==> src/rtl/mem_port_arbiter_pkg.sv <==
// Shared types for the I/D memory port arbiter.
//   memaddr_t   : 30-bit word address
//   word_t      : 32-bit data word
//   mem_owner_t : which requester owns an outstanding memory transaction
//   mem_req_t   : one downstream request beat (address, write data, byte mask, write flag)
package mem_port_arbiter_pkg;

  localparam int MEM_ADDR_W = 30;
  localparam int WORD_W     = 32;
  localparam int WMASK_W    = 4;

  typedef logic [MEM_ADDR_W-1:0] memaddr_t;
  typedef logic [WORD_W-1:0]     word_t;

  typedef enum logic {
    OWNER_I = 1'b0,
    OWNER_D = 1'b1
  } mem_owner_t;

  typedef struct packed {
    memaddr_t           addr;
    word_t              wdata;
    logic [WMASK_W-1:0] wmask;
    logic               write;
  } mem_req_t;

endpackage

==> src/rtl/mem_port_arbiter_order_fifo.sv <==
// Order FIFO remembering the owner of every issued-but-unanswered memory request.
// Responses return in issue order, so the head entry names the owner of the
// next response.
//   clk, rst_n  : clock, asynchronous active-low reset (empties the FIFO)
//   push        : append push_owner (ignored when full)
//   pop         : drop the head entry (ignored when empty)
//   full, empty : occupancy flags derived from the count register
//   head        : owner at the head of the FIFO
module mem_port_arbiter_order_fifo
  import mem_port_arbiter_pkg::*;
#(
  parameter int DEPTH = 4
) (
  input  logic       clk,
  input  logic       rst_n,
  input  logic       push,
  input  mem_owner_t push_owner,
  input  logic       pop,
  output logic       full,
  output logic       empty,
  output mem_owner_t head
);

  localparam int PTR_W = $clog2(DEPTH);
  localparam int CNT_W = PTR_W + 1;

  mem_owner_t       slots [DEPTH];
  logic [PTR_W-1:0] wr_ptr;
  logic [PTR_W-1:0] rd_ptr;
  logic [CNT_W-1:0] count;
  logic             do_push;
  logic             do_pop;

  assign full    = (count == CNT_W'(DEPTH));
  assign empty   = (count == '0);
  assign do_push = push && !full;
  assign do_pop  = pop && !empty;
  assign head    = slots[rd_ptr];

  // Owner storage is data only; the count decides which entries are live.
  always_ff @(posedge clk) begin
    if (do_push) begin
      slots[wr_ptr] <= push_owner;
    end
  end

  // Pointers wrap naturally because DEPTH is a power of two.
  always_ff @(posedge clk or negedge rst_n) begin
    if (!rst_n) begin
      wr_ptr <= '0;
      rd_ptr <= '0;
      count  <= '0;
    end else begin
      if (do_push) begin
        wr_ptr <= wr_ptr + PTR_W'(1);
      end
      if (do_pop) begin
        rd_ptr <= rd_ptr + PTR_W'(1);
      end
      case ({do_push, do_pop})
        2'b10:   count <= count + CNT_W'(1);
        2'b01:   count <= count - CNT_W'(1);
        default: count <= count;
      endcase
    end
  end

endmodule

==> src/rtl/mem_port_arbiter.sv <==
// Shares one word-addressed memory port between instruction fetch (I) and the
// load/store unit (D). D has priority, but once I has lost STARVE_LIMIT
// consecutive contested cycles it is forced to win. Requests go out through a
// single registered slot; an order FIFO tracks the owner of each outstanding
// request so in-order responses are routed back combinationally.
//   clk_i, rst_ni           : clock, asynchronous active-low reset
//   i_req_* / i_resp_*      : fetch request (addr, valid/ready) and response
//   d_req_* / d_resp_*      : data request (addr, wdata, wmask, write, valid/ready)
//                             and response
//   mem_req_*               : registered downstream request slot
//   mem_resp_*              : downstream response, fanned out to the owner
module mem_port_arbiter
  import mem_port_arbiter_pkg::*;
#(
  parameter int MAX_OUTSTANDING = 4,
  parameter int STARVE_LIMIT    = 4
) (
  input  logic               clk_i,
  input  logic               rst_ni,
  input  memaddr_t           i_req_addr_i,
  input  logic               i_req_valid_i,
  output logic               i_req_ready_o,
  output memaddr_t           i_resp_addr_o,
  output word_t              i_resp_data_o,
  output logic               i_resp_valid_o,
  input  logic               i_resp_ready_i,
  input  memaddr_t           d_req_addr_i,
  input  word_t              d_req_wdata_i,
  input  logic [WMASK_W-1:0] d_req_wmask_i,
  input  logic               d_req_write_i,
  input  logic               d_req_valid_i,
  output logic               d_req_ready_o,
  output memaddr_t           d_resp_addr_o,
  output word_t              d_resp_data_o,
  output logic               d_resp_valid_o,
  input  logic               d_resp_ready_i,
  output memaddr_t           mem_req_addr_o,
  output word_t              mem_req_wdata_o,
  output logic [WMASK_W-1:0] mem_req_wmask_o,
  output logic               mem_req_write_o,
  output logic               mem_req_valid_o,
  input  logic               mem_req_ready_i,
  input  memaddr_t           mem_resp_addr_i,
  input  word_t              mem_resp_data_i,
  input  logic               mem_resp_valid_i,
  output logic               mem_resp_ready_o
);

  localparam int STARVE_W = $clog2(STARVE_LIMIT + 1);

  logic                slot_free;
  logic                can_grant;
  logic                starve_hit;
  logic                grant_i;
  logic                grant_d;
  logic [STARVE_W-1:0] starve;
  mem_req_t            win_req;
  mem_req_t            req_p1;
  logic                vld_p1;
  logic                fifo_full;
  logic                fifo_empty;
  logic                resp_pop;
  mem_owner_t          head_owner;
  mem_owner_t          push_owner;

  // Grants are held off during reset so both readys read 0 while rst_ni is low.
  // A response popping this cycle does not make room: can_grant uses the
  // registered occupancy only.
  assign slot_free  = !vld_p1 || mem_req_ready_i;
  assign can_grant  = rst_ni && slot_free && !fifo_full;
  assign starve_hit = i_req_valid_i && (starve >= STARVE_W'(STARVE_LIMIT));
  assign grant_d    = can_grant && d_req_valid_i && !starve_hit;
  assign grant_i    = can_grant && i_req_valid_i && !grant_d;
  assign push_owner = grant_d ? OWNER_D : OWNER_I;

  assign i_req_ready_o = grant_i;
  assign d_req_ready_o = grant_d;

  always_comb begin
    win_req = '0;
    if (grant_d) begin
      win_req.addr  = d_req_addr_i;
      win_req.wdata = d_req_wdata_i;
      win_req.wmask = d_req_wmask_i;
      win_req.write = d_req_write_i;
    end else begin
      win_req.addr  = i_req_addr_i;
    end
  end

  // Counts consecutive cycles in which a waiting I request lost to D.
  always_ff @(posedge clk_i or negedge rst_ni) begin
    if (!rst_ni) begin
      starve <= '0;
    end else if (grant_i || !i_req_valid_i) begin
      starve <= '0;
    end else if (grant_d && (starve < STARVE_W'(STARVE_LIMIT))) begin
      starve <= starve + STARVE_W'(1);
    end
  end

  // ---- p0 -> p1: arbitration winner registered into the downstream slot ----
  always_ff @(posedge clk_i or negedge rst_ni) begin
    if (!rst_ni) begin
      vld_p1 <= 1'b0;
      req_p1 <= '0;
    end else if (grant_i || grant_d) begin
      vld_p1 <= 1'b1;
      req_p1 <= win_req;
    end else if (mem_req_ready_i) begin
      vld_p1 <= 1'b0;
    end
  end

  assign mem_req_valid_o = vld_p1;
  assign mem_req_addr_o  = req_p1.addr;
  assign mem_req_wdata_o = req_p1.wdata;
  assign mem_req_wmask_o = req_p1.wmask;
  assign mem_req_write_o = req_p1.write;

  mem_port_arbiter_order_fifo #(
    .DEPTH(MAX_OUTSTANDING)
  ) u_order_fifo (
    .clk        (clk_i),
    .rst_n      (rst_ni),
    .push       (grant_i || grant_d),
    .push_owner (push_owner),
    .pop        (resp_pop),
    .full       (fifo_full),
    .empty      (fifo_empty),
    .head       (head_owner)
  );

  // Responses arrive in issue order, so the FIFO head is their owner. With
  // nothing outstanding a response is neither accepted nor forwarded.
  assign mem_resp_ready_o = !fifo_empty &&
                            ((head_owner == OWNER_I) ? i_resp_ready_i : d_resp_ready_i);
  assign resp_pop         = mem_resp_valid_i && mem_resp_ready_o;
  assign i_resp_valid_o   = mem_resp_valid_i && !fifo_empty && (head_owner == OWNER_I);
  assign d_resp_valid_o   = mem_resp_valid_i && !fifo_empty && (head_owner == OWNER_D);
  assign i_resp_addr_o    = mem_resp_addr_i;
  assign i_resp_data_o    = mem_resp_data_i;
  assign d_resp_addr_o    = mem_resp_addr_i;
  assign d_resp_data_o    = mem_resp_data_i;

  stray_resp_chk : assert property (@(posedge clk_i) disable iff (!rst_ni)
                                    mem_resp_valid_i |-> !fifo_empty);

endmodule

==> config.mk <==
export PLATFORM = sky130hd
export DESIGN_NAME = mem_port_arbiter
export DESIGN_NICKNAME = d
export VERILOG_FILES = /design/src/rtl/mem_port_arbiter_pkg.sv /design/src/rtl/mem_port_arbiter_order_fifo.sv /design/src/rtl/mem_port_arbiter.sv
export SDC_FILE = /design/constraint.sdc
export NUM_CORES = 1
export LEC_CHECK = 0
export ABC_AREA = 1
export CORE_AREA = 2 2 141 143
export DETAILED_ROUTE_END_ITERATION = 16
export DIE_AREA = 0 0 143 145
export PLACE_DENSITY = 0.6
export SYNTH_ARGS = -nofsm -noshare
export SYNTH_HDL_FRONTEND = slang
export SYNTH_SLANG_ARGS = --single-unit
==> constraint.sdc <==
create_clock -name clk_i -period 2.9 [get_ports clk_i]
set_clock_uncertainty 0.1 [all_clocks]
set_input_delay 0.58 -clock clk_i [delete_from_list [all_inputs] [get_ports clk_i]]
set_output_delay 0.58 -clock clk_i [all_outputs]
set_load 0.05 [all_outputs]
---- Word level (Yosys, flattened, before mapping) ----
Memories as Yosys holds them, arrays and structs flattened.
Cells that the tools add are included.
operators by class
  add/subtract/negate cells ............... 5
  multiply operators ...................... 0
  divide/modulo/power cells ............... 0
  order comparisons ....................... 2
  eq/ne operators ......................... 3
  shifts and indexed selects .............. 0
  multiplexer cells ....................... 11
  bitwise operators ....................... 1
  reduce and logical (&&, ||, !) cells .... 28
operators by type and width
  kind                                                                number
  37-bit 2-to-1 mux                                                   1
  30-bit 2-to-1 mux                                                   1
  1-bit logical AND                                                   15
  3-bit by 1-bit adder with 3-bit output, second input constant       2
  1-bit logical NOT                                                   6
  1-bit 2-to-1 mux                                                    6
  3-bit 2-to-1 mux                                                    2
  3-bit one-hot mux with 2 select lines                               1
  2-bit nonzero test                                                  3
  2-bit by 1-bit adder with 2-bit output, second input constant       2
  3-bit == test, second input constant                                1
  3-bit >= comparator, second input constant                          1
  3-bit logical NOT                                                   1
  1-bit logical OR                                                    3
  3-bit < comparator, second input constant                           1
  3-bit by 1-bit subtractor with 3-bit output, second input constant  1
  2-bit by 1-bit == test with 1-bit output, second input constant     1
  2-bit == test, second input constant                                1
  1-bit inverter                                                      1
word-level totals
  flip-flop bits (word level) ............. 78
  bits in latches ......................... 0
  bits in writable memories ............... 4
  bits in read-only memories .............. 0
  input bits .............................. 167
  logic and storage cells ................. 60
  memories kept ........................... 1
memory list
  memory              depth  width  rd ports  clocked after Yosys merged registers in  wr ports  RTL line                           RTL
  u_order_fifo.slots  4      1      1         0                                        1         mem_port_arbiter_order_fifo.sv:27  mem_owner_t slots [DEPTH];

---- Longest topological paths before layout ----
  depth after elaboration ................. 12
  mapped depth ............................ 13

---- By module ----
Synthesis repeated with hierarchy kept, for this count alone.
second synthesis, totals
  cell total of the unflattened synthesis .. 651
  area total of the unflattened synthesis .. 4924.7 sq um
by module, submodules not included
  module                       instances  cells each  area an instance (sq um)  sequential area each (sq um)
  mem_port_arbiter             1          578         4294.1                    1776.7
  mem_port_arbiter_order_fifo  1          73          630.6                     295.3

---- Worst setup path before layout ----
No wires, ideal clock.
  path type ............................... flip-flop to flip-flop
  from .................................... register vld_p1, in the netlist mem_req_valid_o
  to ...................................... register u_order_fifo.count[2]
  arrival ................................. 2.227 ns
  slack ................................... 0.442 ns
  cell stages (with the launch flop) ...... 12
  buffers on the path ..................... 1
  clock period less this slack ............ 2.458 ns
  cells stage by stage .................... dfrtp_1 -> a21boi_4 -> nand3_1 -> nand2_2 -> inv_2 -> buf_4 -> ha_1 -> inv_1 -> fa_1 -> a21oi_1 -> o21ai_0 -> xor2_1
between the ends
  word-level cells in the longest chain between the ends .. 12
  elaborated cells on any way between the ends .. 15
RTL lines
  item                                                                                RTL line                           RTL
  start, declared                                                                     mem_port_arbiter.sv:59             logic vld_p1;
  start signal, assigned                                                              mem_port_arbiter.sv:105            vld_p1 <= 1'b0;
  start signal, assigned                                                              mem_port_arbiter.sv:108            vld_p1 <= 1'b1;
  start signal, assigned                                                              mem_port_arbiter.sv:111            vld_p1 <= 1'b0;
  1-bit logical NOT (*)                                                               mem_port_arbiter.sv:69             assign slot_free = !vld_p1 || mem_req_ready_i;
  1-bit logical OR (*)                                                                mem_port_arbiter.sv:69
  1-bit logical AND (*) (2 in a row)                                                  mem_port_arbiter.sv:70             assign can_grant = rst_ni && slot_free && !fifo_full;
  1-bit logical AND (2 in a row)                                                      mem_port_arbiter.sv:72             assign grant_d = can_grant && d_req_valid_i && !starve_hit;
  1-bit logical NOT                                                                   mem_port_arbiter.sv:73             assign grant_i = can_grant && i_req_valid_i && !grant_d;
  1-bit logical AND                                                                   mem_port_arbiter.sv:73
  1-bit logical OR (*)                                                                mem_port_arbiter.sv:126            .push (grant_i || grant_d),
  1-bit logical AND (*)                                                               mem_port_arbiter_order_fifo.sv:36  assign do_push = push && !full;
  2-bit by 1-bit == test with 1-bit output / 2-bit == test (equally long branches)    mem_port_arbiter_order_fifo.sv:60  case ({do_push, do_pop})
  3-bit one-hot mux with 2 select lines / 2-bit nonzero test (equally long branches)  n/a
  end signal, assigned                                                                mem_port_arbiter_order_fifo.sv:61  2'b10: count <= count + CNT_W'(1);
  end signal, assigned                                                                mem_port_arbiter_order_fifo.sv:62  2'b01: count <= count - CNT_W'(1);
  end signal, assigned                                                                mem_port_arbiter_order_fifo.sv:63  default: count <= count;
  end, declared                                                                       mem_port_arbiter_order_fifo.sv:30  logic [CNT_W-1:0] count;
Every way passes the cells marked *; elsewhere a longest branch is shown, timed or not.
A chain may end at the register's enable or synchronous reset.

---- Worst setup path after layout ----
  from .................................... input mem_req_ready_i
  to ...................................... output i_req_ready_o
between the ends
  word-level cells in the longest chain between the ends .. 7
  elaborated cells on any way between the ends .. 8
RTL lines
  item                                RTL line                RTL
  start, declared                     mem_port_arbiter.sv:42  input logic mem_req_ready_i,
  1-bit logical OR (*)                mem_port_arbiter.sv:69
  1-bit logical AND (*) (2 in a row)  mem_port_arbiter.sv:70
  1-bit logical AND (2 in a row)      mem_port_arbiter.sv:72
  1-bit logical NOT                   mem_port_arbiter.sv:73
  1-bit logical AND (*)               mem_port_arbiter.sv:73
  end, declared                       mem_port_arbiter.sv:22  output logic i_req_ready_o,
Marks and branches as above.

==> reports/metrics.yaml <==
cp_slowest_cell: "clkdlybuf4s50_1"
ys_ff_latch: 82
grt_max_degree: 72
fmax_ghz: 0.3648
hold_buffers: 0
end_kind: "output pin"
powerDensity_nw_per_um2: 1056
most-common-layout-cells: "222 x nand2_1, 171 x clkdlybuf4s50_1, 80 x inv_1"
setup_viol: 0
synth_top_family_by_area: "buffers and inverters"
path_delay_family: "buffers and inverters"
synth_cell_type_count: 23
cts_setup_buffers: 0
status: "complete, no violations"
pwr-share-clk_pct: 16.9
synth_compound_area_share_pct: 1.427
startpoint_type: "input pin"
rows: 51
total_power_w: 0.006765
start_util_pct: 25.56
syn_inst: 640
cts.clk_slew.worst_paths_ps: 70
grt_usage_pct: 12.90
finalWorstSetupSlack_ps: 159.0
grt-ovfl-total: 0
crit_arrival_ps: 2060
grt_pass1_wl_microns: 20810
gp_congestion: 0.8140
muxShareOfSynthArea_pct: 0
min_period_ps: 2741
rr_startpoint: "u_order_fifo.rd_ptr[0]$_DFFE_PN0N_"
clockRootBuffer: "clkbuf_16"
syn_avg_cell_area_sq_um: 7.671
critical_path.startpoint: "mem_req_ready_i"
port_buffers: 177
tightest_slew_ps: 785.4
syn_area_sq_um: 4910
setup_tns_ps: 0
yosysWarnings: 0
required_ps: 2220
drc: 0
finalWirelength_microns: 12920
worstPathMaxFanout: 4
cts_resized: 0
viasPerCell: 4.047
ioPinCount: 364
slowest_delay_ps: 480
n_antenna_cell: 0
final-hold-violation-count: 0
cts_max_path_buffers: 2
post_drt_wl_per_cell_microns: 13.47
numCtsBuffers: 9
ant_nets: 0
die_w_microns: 143
finalMaxSlewViolations: 0
leakage_nw: 3.229
p_comb_share_pct: 55.2
drive_above_1_share_pct: 5.764
dp_hpwl_microns: 9464
grt_pass1_vias: 3958
hold_path.class: "input pin to asynchronous set/reset pin"
synthSimpleGateAreaFrac_pct: 26.22
cts_tree: "built"
internal-power_w: 0.003520
worst-path-buf-inv: 4
maxCapViolCount: 0
seq_power_share_pct: 27.9
dieArea_sq_um: 20740
critPathKind: "input pin to output pin"
die_h_microns: 145
drt_iter0_markers: 168
synthAdderAreaFrac_pct: 1.937
clock-sinks: 82
hold_ws_ps: 227.8
worstPathCellList: "clkdlybuf4s50_1 -> inv_2 -> a21boi_4 -> nand3_1 -> buf_4 -> nor2_1 -> buf_12"
detail_route.first_pass.iterations: 4
vias: 3881
synth-edff-count: 4
rsz0062_at_grt: "no"
antenna_found_initial: 0
power_switching_w: 0.003245
async_flop_share_pct: 95.12
synthToLayoutAreaGrowth_pct: 30.43
coreArea_sq_um: 19210
switching_share_pct: 47.97
fill_cells: 2037
utilization_pct: 33.34
cts_max_level: 3
vdd_drop_max_uv: 420.5
place_ws_ps: 124.0
yosys_most_used_dff: "dfrtp_1"
slew-limit-headroom_pct: 47.64
ys_seq_area_share_pct: 42.20
synth-xor-area-share_pct: 0.5352
finalCritPeriodShare_pct: 94.52
synthesis.nets: 814
clk_latency_ps: 340
nets: 863
final_common_cell: "nand2_1"
==> power by group through the flow <==
| stage | clock [W] | sequential (W) | combinational, W |
|---|---|---|---|
| after global placement | 0 | 0.00189 | 0.00375 |
| final | 0.00114 | 0.00189 | 0.00374 |
| after global routing | 0.00124 | 0.00195 | 0.00400 |
| after CTS | 0.00119 | 0.00189 | 0.00379 |
| after floorplan | 0 | 0.00328 | 0.00143 |
| after detailed placement | 0 | 0.00190 | 0.00378 |
==> cell usage after synthesis (6+ instances only) <==
cell type  count  area share (%)
buf_2         12             1.2
buf_4        125              19
clkbuf_1      10            0.76
dfrtp_1       78              40
ha_1           6             1.5
inv_1         80             6.1
nand2_1      222              17
nand3_1       41             4.2
nand4_1       29             3.7
nor2_1         9            0.69
==> logic make-up after synthesis <==
group                    Yosys count
flip-flops                        82
AND/OR/NAND/NOR                  305
buffers and inverters            233
XOR/XNOR                           3
AO/OA/AOI/OAI                     10
adder cells (fa/ha/maj)            7
==> routing by layer <==
layer	GRT usage (%)	part of all wire, %
met1	14.19	40
met2	21.27	47
met3	5.875	10
met4	5.545	3.0
met5	0	0
==> flip-flops by register name (all words and copies together) (netlist names) <==
name / flops
mem_req_wdata_o: 32
mem_req_addr_o: 30
mem_req_wmask_o: 4
u_order_fifo.slots: 4
starve: 3
u_order_fifo.count: 3
u_order_fifo.rd_ptr: 2
u_order_fifo.wr_ptr: 2
mem_req_valid_o: 1
mem_req_write_o: 1
==> worst reg2reg max path, stage by stage, from the launching register on <==
cell	delay [ps]
dfrtp_1	410
inv_1	130
nand2_1	60
nand3_1	130
nand2_1	110
nand2_1	90
nand3_1	100
inv_1	110
ha_1	160
inv_1	70
fa_1	380
a21oi_1	140
o21ai_0	110
xor2_1	150
==> worst paths after layout <==
check	end	slack (ps)	cells after the start
max	i_req_ready_o	160	7
max in group asynchronous	mem_req_wdata_o[1]$_DFFE_PN0P_	1430	3
min	mem_req_addr_o[18]$_DFFE_PN0P_	230	2
min reg2reg	mem_req_wdata_o[2]$_DFFE_PN0P_	370	2
max reg2reg	u_order_fifo.count[2]$_DFFE_PN0P_	540	13
min in group clk_i	mem_req_wdata_o[2]$_DFFE_PN0P_	370	2
==> per-stage QoR <==
stage | instances | area [sq um]
CTS | 959 | 6404
floorplan | 640 | 4910
global placement | 943 | 6108
global route | 959 | 6404
detailed placement | 943 | 6108
finish | 959 | 6404
==> area by class of cell <==
class,instances,area (sq um),area share (%)
Clock inverter,6,66.31,1.036
Timing Repair Buffer,188,1914,29.89
Clock buffer,10,229.0,3.576
Sequential cell,82,2072,32.36
Inverter,83,311.5,4.865
Tap cell,265,331.6,5.178
Multi-Input combinational cell,325,1479,23.09
Note: power is estimated with default switching activity, not from simulation.
